## src/rtl/reg_load_arbiter_pkg.sv

```systemverilog
// Shared definitions for the round-robin register-load arbiter:
// FSM state encoding and default sizing constants.
package reg_load_pkg;

    localparam int unsigned NREQ_DEF  = 4;
    localparam int unsigned WIDTH_DEF = 4;

    typedef enum logic [1:0] {
        IDLE = 2'd0,
        LOAD = 2'd1,
        ACK  = 2'd2
    } state_t;

endpackage

```

## src/rtl/reg_load_arbiter_if.sv

```systemverilog
// Requester-side bus of the register-load arbiter: level requests with packed
// write data in, shared register value plus grant/ack/busy status out.
interface reg_load_arbiter_if #(
    parameter int unsigned NREQ  = 4,
    parameter int unsigned WIDTH = 4
);

    logic [NREQ-1:0]       req;
    logic [NREQ*WIDTH-1:0] din;
    logic [WIDTH-1:0]      A;
    logic [NREQ-1:0]       gnt;
    logic [NREQ-1:0]       ack;
    logic                  busy;

    modport master (
        output req, din,
        input  A, gnt, ack, busy
    );

    modport slave (
        input  req, din,
        output A, gnt, ack, busy
    );

endinterface

```

## src/rtl/reg_load_arbiter_par_load_reg.sv

```systemverilog
// Parallel-load register with synchronous clear; holds its value whenever
// load is low.
module par_load_reg #(
    parameter int unsigned WIDTH = 4
) (
    input  logic             rst,
    input  logic             clk,
    input  logic             load,
    input  logic [WIDTH-1:0] I,
    output logic [WIDTH-1:0] A
);

    always_ff @(posedge clk) begin
        if (rst) begin
            A <= '0;
        end else if (load) begin
            A <= I;
        end
    end

endmodule

```

## src/rtl/reg_load_arbiter.sv

```systemverilog
// Round-robin arbiter granting one requester at a time write access to a
// shared register via an IDLE -> LOAD -> ACK sequence.
module reg_load_arbiter
    import reg_load_pkg::*;
#(
    parameter int unsigned NREQ  = NREQ_DEF,
    parameter int unsigned WIDTH = WIDTH_DEF
) (
    input logic clk,
    input logic rst,
    reg_load_arbiter_if.slave bus
);

    localparam int unsigned IDXW = (NREQ > 1) ? $clog2(NREQ) : 1;

    state_t state;
    state_t state_next;

    logic [IDXW-1:0]  last_winner;
    logic [IDXW-1:0]  winner;
    logic [IDXW-1:0]  sel;
    logic             sel_found;
    logic [WIDTH-1:0] sel_data;
    logic [WIDTH-1:0] staging;
    logic [NREQ-1:0]  winner_oh;
    logic             load;
    logic [WIDTH-1:0] reg_value;
    logic [NREQ-1:0]  gnt;
    logic [NREQ-1:0]  ack;
    logic             busy;

    // State register
    always_ff @(posedge clk) begin
        if (rst) begin
            state <= IDLE;
        end else begin
            state <= state_next;
        end
    end

    // Next-state logic
    always_comb begin
        state_next = state;
        unique case (state)
            IDLE:    state_next = sel_found ? LOAD : IDLE;
            LOAD:    state_next = ACK;
            ACK:     state_next = IDLE;
            default: state_next = IDLE;
        endcase
    end

    // Search starts one past the previous winner and wraps modulo NREQ
    always_comb begin
        sel       = last_winner;
        sel_found = 1'b0;
        for (int unsigned i = 0; i < NREQ; i++) begin
            int unsigned cand;
            cand = (int'(last_winner) + 1 + i) % NREQ;
            if (!sel_found && bus.req[IDXW'(cand)]) begin
                sel       = IDXW'(cand);
                sel_found = 1'b1;
            end
        end
    end

    always_comb begin
        sel_data = '0;
        for (int unsigned i = 0; i < NREQ; i++) begin
            if (IDXW'(i) == sel) begin
                sel_data = bus.din[i*WIDTH +: WIDTH];
            end
        end
    end

    // Winner and data are captured only on the grant edge, so later changes
    // on req/din cannot disturb an operation in flight.
    always_ff @(posedge clk) begin
        if (rst) begin
            winner      <= '0;
            staging     <= '0;
            last_winner <= IDXW'(NREQ - 1);
        end else if (state == IDLE && sel_found) begin
            winner      <= sel;
            staging     <= sel_data;
            last_winner <= sel;
        end
    end

    always_comb begin
        winner_oh         = '0;
        winner_oh[winner] = 1'b1;
    end

    // Output decode from registered state only
    always_comb begin
        gnt  = '0;
        ack  = '0;
        load = 1'b0;
        busy = 1'b0;
        unique case (state)
            IDLE: begin
            end
            LOAD: begin
                gnt  = winner_oh;
                load = 1'b1;
                busy = 1'b1;
            end
            ACK: begin
                gnt  = winner_oh;
                ack  = winner_oh;
                busy = 1'b1;
            end
            default: begin
            end
        endcase
    end

    par_load_reg #(
        .WIDTH(WIDTH)
    ) u_reg (
        .rst (rst),
        .clk (clk),
        .load(load),
        .I   (staging),
        .A   (reg_value)
    );

    assign bus.A    = reg_value;
    assign bus.gnt  = gnt;
    assign bus.ack  = ack;
    assign bus.busy = busy;

endmodule

```

## src/flat_wrapper.sv

```systemverilog
// flat-port wrapper written by rule: the top's interface ports become plain ports
module reg_load_arbiter_flat import reg_load_pkg::*;
#(
    parameter int unsigned NREQ  = NREQ_DEF,
    parameter int unsigned WIDTH = WIDTH_DEF
)
  (clk, rst, bus_req, bus_din, bus_A, bus_gnt, bus_ack, bus_busy);
  reg_load_arbiter_if #(.NREQ(NREQ), .WIDTH(WIDTH)) bus_i ();
  input logic clk;
  input logic rst;
  input wire logic [$bits(bus_i.req)-1:0] bus_req;
  input wire logic [$bits(bus_i.din)-1:0] bus_din;
  output wire logic [$bits(bus_i.A)-1:0] bus_A;
  output wire logic [$bits(bus_i.gnt)-1:0] bus_gnt;
  output wire logic [$bits(bus_i.ack)-1:0] bus_ack;
  output wire logic [$bits(bus_i.busy)-1:0] bus_busy;
  assign bus_i.req = bus_req;
  assign bus_i.din = bus_din;
  assign bus_A = bus_i.A;
  assign bus_gnt = bus_i.gnt;
  assign bus_ack = bus_i.ack;
  assign bus_busy = bus_i.busy;
  reg_load_arbiter #(.NREQ(NREQ), .WIDTH(WIDTH)) u_core (.clk(clk), .rst(rst), .bus(bus_i));
endmodule
```

## config.mk

```make
export PLATFORM = sky130hd
export DESIGN_NAME = reg_load_arbiter_flat
export DESIGN_NICKNAME = d
export VERILOG_FILES = /design/src/rtl/reg_load_arbiter_pkg.sv /design/src/rtl/reg_load_arbiter_if.sv /design/src/rtl/reg_load_arbiter_par_load_reg.sv /design/src/rtl/reg_load_arbiter.sv /design/src/flat_wrapper.sv
export SDC_FILE = /design/constraint.sdc
export NUM_CORES = 1
export LEC_CHECK = 0
export CORE_MARGIN = 2
export CORE_UTILIZATION = 44
export CTS_CLUSTER_DIAMETER = 80
export DETAILED_ROUTE_END_ITERATION = 10
export GPL_TIMING_DRIVEN = 0
export PLACE_DENSITY = 0.83
export SYNTH_ARGS = -nofsm -noshare
export SYNTH_HDL_FRONTEND = slang
export SYNTH_SLANG_ARGS = --single-unit
```

## constraint.sdc

```tcl
create_clock -name clk -period 2.2 [get_ports clk]
set_input_delay 0.44 -clock clk [delete_from_list [all_inputs] [get_ports clk]]
set_output_delay 0.44 -clock clk [all_outputs]
set_load 0.05 [all_outputs]
```

**Yosys cells after proc, flatten, opt, wreduce, memory -nomap -nowiden**

Cells that the tools add are included.

- Reduce and logical (&&, ||, !) cells: 11
- Add/sub/neg operators: 4
- $lt $le $gt $ge: 6
- Multiplexer cells: 28
- Eq/ne operators: 5

Operator list:

| operator | count |
|---|---|
| $mux W4 | 6 |
| $lt A2 B3 Y1 const B | 5 |
| $mux W1 | 12 |
| $bmux W1 S2 | 4 |
| $mux W2 | 4 |
| $logic_and A1 B1 Y1 | 5 |
| $add A2 B1 Y2 const B | 2 |
| $add A2 B2 Y2 const B | 2 |
| $eq A2 B2 Y1 const A | 2 |
| $logic_not A2 Y1 | 2 |
| $pmux W2 S2 | 1 |
| $logic_not A1 Y1 | 3 |
| $demux W1 S2 | 1 |
| $eq A1 B2 Y1 const A | 1 |
| $eq A2 B1 Y1 const B | 1 |
| $eq A2 B2 Y1 const B | 1 |
| $ge A2 B1 Y1 const B | 1 |
| $reduce_or A2 Y1 | 1 |

- Register bits: 14
- Input port bits: 22
- Output and inout port bits: 13
- Word-level logic and storage cells: 59

**Depth between registers and ports, before layout**

Gate-level depths: netlist (run 1).

- Word-level depth: 18
- Depth in mapped cells: 6
- Depth with buffers taken out: 6

**Modules after synthesis**

A second synthesis (run 1) with hierarchy kept.

- Cell total of the unflattened synthesis: 107
- Area total of the unflattened synthesis: 945.9 um^2

By module, submodules not included:

| module | cells an instance | times used | area an instance (um^2) |
|---|---|---|---|
| reg_load_arbiter | 94 | 1 | 805.8 |
| par_load_reg | 13 | 1 | 140.1 |

**Worst setup path after synthesis (run 1)**

No wires, ideal clock.

- Path type: flip-flop to output port
- Start: register u_core.state[0]
- End: output bus_gnt[0]
- Path slack: -0.417 ns
- Arrival: 2.177 ns
- Required time: 1.760 ns
- Cell stages (with the launch flop): 4
- Cells stage by stage: dfxtp_1 -> inv_1 -> ha_1 -> nor3b_1

- Longest elaborated chain between the ends: 3
- Elaborated cells between the ends (all ways): 4
- Classes of those cells: eq/ne (2); mux (1); reduce/logical (1)

Ends and longest elaborated chain:

| item | line | RTL |
|---|---|---|
| from (decl) | reg_load_arbiter.sv:16 | `state_t state;` |
| from (signal assigned) | reg_load_arbiter.sv:37 | `state <= state_next;` |
| $eq A2 B1 Y1 or $eq A2 B2 Y1 (tied branches) | reg_load_arbiter.sv:100 | `unique case (state)` |
| $reduce_or A2 Y1 (no source line) * | n/a |  |
| $mux W4 * | reg_load_arbiter.sv:100 |  |
| to (decl) | flat_wrapper.sv:14 | `output wire logic [$bits(bus_i.gnt)-1:0] bus_gnt;` |

Every way passes the cells marked *; elsewhere a longest branch is shown, timed or not.

**Worst setup path in the final report (run 1)**

- Start: register u_core.state[0]
- End: output bus_gnt[3]

The elaborated chain is that of the path after synthesis.

==> results, run 1 <==
- The critical path launch point type is a flop.
- The detailed router placed 740 vias in this run.
- The layout has 155 filler cells.
- From left edge to right edge, the die measures 46.8 um.
- The cell area that synthesis handed to floorplanning was 807 um^2.
- The number of global-route vias before repair is 698.
- The setup check on the worst reg-to-reg path leaves a slack of 0.59 ns.
- Summing all multi-input logic gate instances after layout gives 505 um^2.
- For this run, the number of Yosys warnings is 0.
- The count of buffer and inverter cells on the critical path is 2.
- The placeable core region is 1730 um^2.
- Counting tap cells, the placed design contains a total of 143 instances.
- The fraction of layout instances using a drive strength above 1 is 0.115.
- In the final routed layout, each cell accounts on average for 12.6 um.
- The worst-case IR drop observed on VDD is 0.000459 V.
- Walking the worst path, the cells encountered are inv_1, ha_1, and3_1, dlygate4sd2_1.
- For this run, the top clock speed supported by timing is 471 MHz.
- The initial antenna violation count was 0.
- The instance count of the mapped netlist is 84.
- In this run the post-CTS setup repair buffer count came out at 0.
- The total congestion overflow after global routing is 0.
- The top metal layer carrying routed signals is met4.
- The startpoint identified for the worst register-to-register timing path is u_core.state[1].
- The sum of met3 wire segment lengths after detailed routing is 102 um.
- For this run, the slowest stage of the critical path takes 0.52 ns.
- The run finished with clean final reports.
- The relative slew slack is 0.639.
- The floorplan step defined a die boundary enclosing 2190 um^2.
- Of the available clock period, the critical path in the final layout requires 0.965.
- For the pin with the worst max-slew slack, the measured transition is 0.536 ns.
- The met1 wire length is 774 um.
- By startpoint and endpoint, the worst setup path is classified as reg -> out.
- The initial core utilization is 0.467.
- The post-synthesis cell type count is 25.
- The type of the most critical hold path is reg -> reg.
- The final instance area is 1200 um^2.
- The overall fraction of global-route tracks in use is 0.187.
- Measured in cells, the most critical reg-to-reg path has a length of 5.
- From synthesis to final layout, the design area changed by 49.0%.
- The power per cell area is 644 nW/um^2.
- The async set-or-reset flop fraction in the synthesized netlist is 0.
- In the synthesized netlist the dominant register cell turns out to be sky130_fd_sc_hd__dfxtp_1.
- Counting flops and latches in the post-synthesis netlist gives 14.
- The antenna cell count is 0.
- The synthesized net count is 109.
- The number of endpoints failing setup at the final stage is 0.
- In this run the most critical hold path is launched from u_core.last_winner[1].
- The number of enable-type register cells in the synthesized netlist is 0.
- The number of buffers on the longest clock path is 2.
- The worst register-to-register path ends at u_core.staging[2].
- The routed length on met2 is 961 um.
- After layout, the minimum clock period comes to 2.12 ns.
- Row generation in the floorplan step produced 15 rows.
- The count of clock tree sinks is 14.
- The detailed placement HPWL is 1450 um.
- The number of hold violations in the final report is 0.
- The largest net degree at the start of global routing is 11.
- The first routing iteration left 2 violations.
- Routability-driven placement finished with a final weighted congestion of 0.711.
- Clock tree synthesis selected as its root buffer the cell sky130_fd_sc_hd__clkbuf_4.
- The count of nets left with antenna violations once routing finished came out at 0.
- TritonCTS built the clock tree.
- The sequential cell area is 280 um^2.
- The count of placed standard cells in the final layout, fillers left out is 147.
- The final worst hold slack is 0.506 ns.
- For this block, the routed nets add up to 1850 um of wire.
- The clock latency on the worst-skew pair is 0.27 ns.
- The max-slew violation count came to 0.
- The vertical extent of the die is 46.8 um.
- The pre-antenna-repair detailed-routing pass consisted of 2 iterations.
- Grouping stages by cell kind, the critical path spends the most delay in buffers and inverters.
- The mean area per synthesized cell is 9.61 um^2.
- In this run, CTS created clock tree buffers numbering 3.
- The instance area at placement is 1180 um^2.
- The port buffer count is 34.
- The first global-routing pass estimated 2930 um of wire.
- The worst path required time is 1.76 ns.
- The reported max-cap violation count is 0.
- For this design, the slowest cell found on the critical path is sky130_fd_sc_hd__dlygate4sd2_1.
- The path with the worst hold slack has its endpoint at u_core.last_winner[1].
- The number of ports placed on the die boundary is 35.
- Clock-pin slew was measured on the worst setup and hold paths at 0.08 ns.
- On the final layout, the worst clock skew is 0.00547 ns.
- STA puts the critical path data arrival time at 1.68 ns.
- Of the synthesized area, sequential elements account for 0.347.
- In this run the static leakage power is 0.527 nW.
- Of all nets on the critical path, the largest fanout is 5.
- The number of DRC violations after detailed routing is 0.
- The average vias per placed instance is 5.03.
- In this run the number of H-tree levels came out at 1.
- STA classifies the critical path endpoint as an output pin.
- The instance count along the most critical hold path is 2.
- For this run, the post-layout net count is 148.
- Setup repair after global routing left no endpoint under its margin.
-- worst max-delay path by stage --
| stage | startpoint | endpoint | slack [ns] | cells past startpoint |
|---|---|---|---|---|
| detailed placement | bus_req[2] | u_core.staging[2] | -0.11 | 5 |
| global placement | bus_req[2] | u_core.staging[1] | -0.07 | 5 |
| floorplan | u_core.state[0] | bus_gnt[0] | 0.05 | 3 |
| global route | u_core.state[0] | bus_gnt[2] | 0.004 | 4 |
| CTS | u_core.state[0] | bus_gnt[1] | 0.02 | 4 |
| finish | u_core.state[0] | bus_gnt[3] | 0.08 | 4 |
-- timing repair --
item	CTS	global route
gates cloned	0	0
hold buffers	0	0
endpoints found under the setup margin	9	3
resized for setup	10	4
-- synth_stat cells (all sizes together), types with 3 or more instances --
master | n | area share
nor2b | 4 | 0.040
and3b | 4 | 0.043
inv | 3 | 0.014
o221ai | 4 | 0.051
nor3 | 4 | 0.025
nor2 | 11 | 0.051
nand3b | 4 | 0.037
dfxtp | 14 | 0.35
mux2i | 12 | 0.15
o21ai | 3 | 0.019
ha | 3 | 0.047
-- cell families (layout without fill, tap and decap cells) --
kind of cell / Yosys count / in the layout / synth area share
and+or+nand+nor: 35 / 35 / 0.265
AOI/OAI and AO/OA: 14 / 14 / 0.160
DFF: 14 / 14 / 0.347
muxes: 12 / 12 / 0.149
buffers and inverters: 6 / 44 / 0.0326
adders and majority gates: 3 / 3 / 0.0465
-- power by group --
group	switching (mW)	internal (mW)	total, mW
Clock	0.0767	0.100	0.177
Sequential	0.0291	0.285	0.314
Combinational	0.153	0.129	0.283
-- through the flow --
step | worst slack (ns) | setup TNS [ns] | power [mW] | utilization
after floorplan | 0.0549 | 0 | 0.509 | -
after global placement | -0.0744 | -0.201 | 0.604 | 0.686
after detailed placement | -0.114 | -0.331 | 0.612 | 0.686
after CTS | 0.0248 | 0 | 0.784 | 0.701
after global routing | 0.00438 | 0 | 0.827 | 0.696
final | 0.0775 | 0 | 0.774 | 0.696
-- layout by cell type, fill, tap and decap left out, drive strengths merged, types with 2 or more instances in the layout --
cell           count
nand2              2
nor2              11
clkdlybuf4s50     25
nand3b             4
dlygate4sd2        6
and3b              4
o221ai             4
ha                 3
inv                3
o21ai              3
nor3b              2
clkbuf             8
nor3               4
a21oi              2
o21bai             2
dfxtp             14
and3               2
mux2i             12
nor2b              4
-- flip-flops by register name, indices dropped and copies added, names as in the netlist --
name,flops
u_core.u_reg.A,4
u_core.winner,2
u_core.staging,4
u_core.last_winner,2
u_core.state,2
-- area by class of cell --
| cell class | instances | area share |
|---|---|---|
| repair buffers | 34 | 0.268 |
| clock buffers | 4 | 0.0302 |
| flip-flops and latches | 14 | 0.233 |
| inverters | 3 | 0.00937 |
| plain buffers | 3 | 0.0125 |
| multi-input cells | 64 | 0.420 |
| well taps | 25 | 0.0260 |
-- worst reg2reg max path: cells and delay by family (launching register included) --
family,cells,cell delay (ns)
simple gates,1,0.58
compound gates,2,0.33
flops,1,0.32
fa+ha+maj,1,0.22
buf+inv,1,0.08
-- layer usage --
layer	GRT usage	vias up
li1	-	386
met1	0.212	325
met2	0.351	27
met3	0.0269	2
met4	0.0667	0
met5	0	-
(Power assumes the default switching activity.)
==> run 2, diff against run 1 <==
--- a/config.mk
+++ b/config.mk
@@ -10,6 +10,7 @@
 export CTS_CLUSTER_DIAMETER = 80
 export DETAILED_ROUTE_END_ITERATION = 10
 export GPL_TIMING_DRIVEN = 0
+export HOLD_SLACK_MARGIN = 0.15
 export PLACE_DENSITY = 0.83
 export SYNTH_ARGS = -nofsm -noshare
 export SYNTH_HDL_FRONTEND = slang
==> results of run 2 <==
The final DEF is identical to that of run 1; final timing and power are the same.
